$ cat config.mk
export PLATFORM = sky130hd
export DESIGN_NAME = sm83_irq_ctrl
export DESIGN_NICKNAME = d
export VERILOG_FILES = /design/src/rtl/sm83_pkg.sv /design/src/rtl/sm83_irq_prio_enc.sv /design/src/rtl/sm83_irq_ctrl.sv
export SDC_FILE = /design/constraint.sdc
export NUM_CORES = 1
export LEC_CHECK = 0
export CAP_MARGIN = 5
export CELL_PAD_IN_SITES_DETAIL_PLACEMENT = 1
export CELL_PAD_IN_SITES_GLOBAL_PLACEMENT = 2
export CORE_UTILIZATION = 22
export CTS_CLUSTER_SIZE = 16
export DETAILED_ROUTE_END_ITERATION = 10
export PLACE_DENSITY = 0.85
export REMOVE_ABC_BUFFERS = 1
export SLEW_MARGIN = 20
export SYNTH_ARGS = -nofsm -noshare
export SYNTH_HDL_FRONTEND = slang
export SYNTH_SLANG_ARGS = --single-unit
$ cat constraint.sdc
create_clock -name clk -period 1.65 [get_ports clk]
set_input_delay 0.2475 -clock clk [delete_from_list [all_inputs] [get_ports clk]]
set_output_delay 0.2475 -clock clk [all_outputs]
set_load 0.03 [all_outputs]
$ cat src/rtl/sm83_pkg.sv
// Shared SM83 types: bus address, interrupt source ids and dispatch states.
// Optional build macro consumed by the interrupt block: SM83_IRQ_EDGE_DETECT_EN.
package sm83_pkg;

    typedef logic [15:0] addr_t;

    typedef enum logic [2:0] {
        IRQ_VBLANK = 3'd0,
        IRQ_STAT   = 3'd1,
        IRQ_TIMER  = 3'd2,
        IRQ_SERIAL = 3'd3,
        IRQ_JOYPAD = 3'd4
    } irq_src_t;

    typedef enum logic [0:0] {
        IRQ_IDLE     = 1'b0,
        IRQ_DISPATCH = 1'b1
    } irq_state_t;

    localparam addr_t ADDR_IF = 16'hFF0F;
    localparam addr_t ADDR_IE = 16'hFFFF;

endpackage

$ cat src/rtl/sm83_irq_prio_enc.sv
// Fixed-priority encoder: lowest set bit of the mask wins.
// Purely combinational helper for the interrupt controller.
module sm83_irq_prio_enc #(
    parameter int N  = 5,
    parameter int IW = 3
) (
    input  logic [N-1:0]  mask,
    output logic          any,
    output logic [IW-1:0] idx
);

    always_comb begin
        any = |mask;
        idx = '0;
        // Scan downwards so the lowest set bit is the last assignment.
        for (int i = N - 1; i >= 0; i--) begin
            if (mask[i]) idx = IW'(i);
        end
    end

endmodule

$ cat src/rtl/sm83_irq_ctrl.sv
// SM83 interrupt responder: IF/IE registers, request capture, dispatch vector.
// Define SM83_IRQ_EDGE_DETECT_EN to latch only rising edges of irq_src.
module sm83_irq_ctrl
    import sm83_pkg::*;
#(
    parameter int    NUM_IRQ    = 5,
    parameter addr_t IF_ADDR    = ADDR_IF,
    parameter addr_t IE_ADDR    = ADDR_IE,
    parameter addr_t VEC_BASE   = 16'h0040,
    parameter int    VEC_STRIDE = 8
) (
    input  logic               clk,
    input  logic               rst,
    input  logic [NUM_IRQ-1:0] irq_src,
    input  addr_t              bus_addr,
    input  logic               bus_wen,
    input  logic               bus_ren,
    input  logic [7:0]         bus_wdata,
    output logic [7:0]         bus_rdata,
    output logic               bus_rvalid,
    output logic               irq_pending,
    output logic               halt_wake,
    input  logic               irq_ack_start,
    input  logic               irq_ack_commit,
    output logic [15:0]        irq_vec,
    output logic               irq_vec_valid
);

    localparam int IW = (NUM_IRQ > 1) ? $clog2(NUM_IRQ) : 1;

    logic [NUM_IRQ-1:0] if_q, if_d;
    logic [NUM_IRQ-1:0] set_mask, clr_mask, act;
    logic [7:0]         ie_q, if_rd;
    logic [15:0]        vec_d;
    logic [IW-1:0]      idx;
    logic               any, commit_fire;
    logic               wr_if, wr_ie, rd_if, rd_ie;
    irq_state_t         state_q, state_d;

    assign wr_if = bus_wen && (bus_addr == IF_ADDR);
    assign wr_ie = bus_wen && (bus_addr == IE_ADDR);
    assign rd_if = bus_ren && (bus_addr == IF_ADDR);
    assign rd_ie = bus_ren && (bus_addr == IE_ADDR);

    assign act         = if_q & ie_q[NUM_IRQ-1:0];
    assign irq_pending = |act;
    assign halt_wake   = irq_pending;

`ifdef SM83_IRQ_EDGE_DETECT_EN
    logic [NUM_IRQ-1:0] src_q;

    always_ff @(posedge clk) begin
        if (rst) src_q <= '0;
        else     src_q <= irq_src;
    end

    assign set_mask = irq_src & ~src_q;
`else
    assign set_mask = irq_src;
`endif

    sm83_irq_prio_enc #(
        .N  (NUM_IRQ),
        .IW (IW)
    ) u_prio (
        .mask (act),
        .any  (any),
        .idx  (idx)
    );

    always_comb begin
        state_d     = state_q;
        commit_fire = 1'b0;
        unique case (state_q)
            IRQ_IDLE: begin
                if (irq_ack_start) state_d = IRQ_DISPATCH;
            end
            IRQ_DISPATCH: begin
                if (irq_ack_commit) begin
                    state_d     = IRQ_IDLE;
                    commit_fire = 1'b1;
                end
            end
            default: state_d = IRQ_IDLE;
        endcase
    end

    always_comb begin
        clr_mask = '0;
        vec_d    = '0;
        if (commit_fire && any) begin
            clr_mask = NUM_IRQ'(1) << idx;
            vec_d    = VEC_BASE + 16'(idx) * 16'(VEC_STRIDE);
        end
        // Set is applied last so a new request survives writes and acks.
        if_d = ((wr_if ? bus_wdata[NUM_IRQ-1:0] : if_q) & ~clr_mask) | set_mask;
        if_rd = '1;
        if_rd[NUM_IRQ-1:0] = if_q;
    end

    always_ff @(posedge clk) begin
        if (rst) begin
            state_q       <= IRQ_IDLE;
            if_q          <= '0;
            ie_q          <= '0;
            bus_rdata     <= '0;
            bus_rvalid    <= 1'b0;
            irq_vec       <= '0;
            irq_vec_valid <= 1'b0;
        end else begin
            state_q       <= state_d;
            if_q          <= if_d;
            irq_vec_valid <= commit_fire;
            bus_rvalid    <= rd_if | rd_ie;
            if (wr_ie)       ie_q      <= bus_wdata;
            if (commit_fire) irq_vec   <= vec_d;
            if (rd_if)       bus_rdata <= if_rd;
            else if (rd_ie)  bus_rdata <= ie_q;
        end
    end

endmodule

==> flow_metrics.py <==
metrics = {
    "critical_path": {
        "start_kind": "register",
        "reg2reg_from": "if_q[0]",
        "r2r_cells": 5,
        "path_max_fanout": 2,
        "path_cells": "clkdlybuf4s50_1",
        "rrSetupSlack_ns": 0.34,
        "r2r_end": "if_q[0]",
        "worstPathBufferInverterCount": 1,
        "crit_path_end_kind": "primary output",
        "slowest_delay_ns": 0.69,
        "crit_arrival_ns": 1.33,
        "crit_path_top_delay_cell": "clkdlybuf4s50_1",
        "cp_top_family": "buffers and inverters",
        "path_class": "register to primary output",
        "crit_required_ns": 1.40,
    },
    "cells_and_area": {
        "drive_above_1_share_pct": 18.1,
        "final_area_um2": 2210,
        "diodes": 0,
        "mostFrequentLayoutCells": "clkdlybuf4s50_1 (48), buf_4 (30), dfxtp_1 (28)",
        "multiInputGateArea_um2": 771,
        "regArea_um2": 561,
        "final_core_util_pct": 36.5,
        "fillCellCount": 752,
        "area_growth_syn_to_layout_pct": 56.5,
        "stdcell_count": 323,
        "final_common_cell": "clkdlybuf4s50_1",
        "nets": 285,
    },
    "min_path": {
        "hold_path_class": "register to register",
        "hold_end": "irq_vec[3]",
        "hold_depth": 2,
        "hp-start": "irq_vec[3]",
    },
    "placed_design": {
        "gp_congestion": 0.831,
        "hpwl_mm": 3.77,
        "dp.cells": 320,
        "dp_slack_ns": -0.343,
        "postPlaceCellArea_um2": 2160,
        "portBuffers": 50,
    },
    "synth": {
        "synth_adder_area_share_pct": 0,
        "yosysTopAreaCellShare_pct": 39.6,
        "syn_area_um2": 1410,
        "synthCells": 177,
        "synth_mux_area_share_pct": 1.42,
        "ys_seq_area_share_pct": 39.6,
        "synthTopCellsByArea": "dfxtp_1 (40%), buf_4 (6.9%), nand3_1 (6.7%)",
        "yosys.area.top_type": "dfxtp_1",
        "synth-compound-area-share_pct": 20.7,
        "yosys_warnings": 0,
        "synthSimpleGateAreaFrac_pct": 27.3,
        "syn_area_per_cell_um2": 7.99,
        "synth-seq-cells": 28,
        "yosysUniqueCellTypes": 31,
        "synth_xor_area_share_pct": 0,
        "synth_top_family_by_area": "simple AND/OR/NAND/NOR gates",
    },
    "cts": {
        "clockBufferDepth": 2,
        "clockRootBuffer": "clkbuf_8",
        "h-tree-depth": 1,
        "clk_pin_slew_ns": 0.10,
        "cts_inserted_buffers": 3,
        "cts_hold_buf": 0,
        "clock_latency_ns": 0.28,
        "cts_sinks": 28,
        "cts_tree": "done",
    },
    "detailed_routing": {
        "detail-route-antenna-nets": 0,
        "wl_per_cell_um": 15.2,
        "vias_per_cell": 5.01,
        "first_iter_violations": 51,
        "first_pass_iters": 4,
        "vias": 1617,
        "wirelength_mm": 4.93,
        "drc_errors": 0,
    },
    "sta": {
        "finalSetupTns_ns": 0,
        "period_minus_slack_ns": 1.58,
        "setup_viol": 0,
        "report.final.slew_viol_count": 0,
        "fmax_mhz": 633,
        "rsz0062_at_grt": "false",
        "clock_skew_ns": 0.00261,
        "hold_viol": 0,
        "fin_crit_sh_pct": 95.7,
        "fin_ws_ns": 0.0705,
    },
    "floorplanning": {
        "rows": 28,
        "die_y_um": 82.2,
        "start_util_pct": 23.3,
        "dieArea_um2": 6750,
        "num_io_pins": 63,
        "core_area_um2": 6060,
        "die_w_um": 82.2,
    },
    "global_routing": {
        "grt_use_total_pct": 15.5,
        "grt_pass1_wl_mm": 7.80,
        "antenna_found_initial": 0,
        "grt_overflow": 0,
        "grt_pass1_vias": 1653,
        "grt_max_degree": 25,
    },
    "status": {
        "status": "completed",
    },
    "power": {
        "irDropWorstVdd_v": 0.000319,
        "power.leakage_uw": 0.000807,
        "powerDensity_nw_per_um2": 599,
    },
    "run": {
        "cap_violations": 0,
    },
}
synth_stat cells:
library cell,number
nand4_2,1
a221o_1,1
buf_1,1
o2111ai_1,4
conb_1,1
buf_4,13
o21ai_0,14
nand4_1,6
and2_1,3
dfxtp_1,28
nor2b_1,1
clkbuf_1,10
a31oi_1,2
o211ai_1,1
and4_2,1
o221ai_1,1
and4_1,5
nor3_1,7
mux2i_1,2
a22oi_1,1
nand2_1,18
or4_4,1
nor2_1,7
nand3_1,19
inv_1,3
nor4_1,1
a21oi_1,16
a311oi_1,3
o311ai_0,4
nand4b_1,1
or4_1,1
layer usage:
metal  track usage (%)  share of wire (%)  vias up
li1                  -                  -      780
met1              19.4                 44      780
met2              26.4                 49       51
met3              2.09                4.7        6
met4              6.32                2.1        0
met5                 0                  0        -
registers in the layout, summed over array words and instances (netlist names):
signal         count
bus_rdata          8
irq_vec_valid      1
bus_rvalid         1
irq_vec            4
state_q            1
if_q               5
ie_q               8
cells by family (layout without fill, tap and decap cells):
kind of cell,count (synthesis),in the layout
mux,2,2
flops,28,28
compound gates,47,47
buf+inv,27,87
other cells,1,12
simple gates,72,72
timing repair:
item | in CTS | in global routing
setup endpoints to repair | 4 | 9
buffers inserted | 0 | 0
pin swaps | 2 | 1
gates resized for setup | 10 | 11
where the power goes:
part           total [µW]  switching (µW)  internal, µW
logic                 244             120           124
clock network         385             220           164
registers             698            8.37           689
metrics by stage:
step / total power, µW / hold slack [ns]
6_report: 1330 / 0.462
5_1_grt: 1380 / 0.499
4_1_cts: 1320 / 0.467
3_5_place_dp: 948 / 0.454
3_3_place_gp: 943 / 0.446
2_1_floorplan: 790 / 0.317
how the worst max path moves through the flow:
stage               cells past startpoint           end  slack (ns)          from
global route                            6  bus_rdata[0]      0.0009  bus_addr[15]
global placement                        4       if_q[0]       -0.30   bus_addr[4]
finish                                  1  bus_rdata[1]        0.07  bus_rdata[1]
floorplan                               4    irq_vec[6]       -0.11       if_q[1]
detailed placement                      4       if_q[0]       -0.34   bus_addr[4]
CTS                                     3   irq_pending      -0.002       if_q[1]
area by class of cell:
| type | instances | area share [%] |
|---|---|---|
| multi-input cells | 133 | 34.8 |
| well taps | 75 | 4.24 |
| flip-flops and latches | 28 | 25.3 |
| inverters | 3 | 0.509 |
| clock buffers | 3 | 1.87 |
| repair buffers | 81 | 33.2 |
Note: power is estimated with default switching activity, not from simulation.
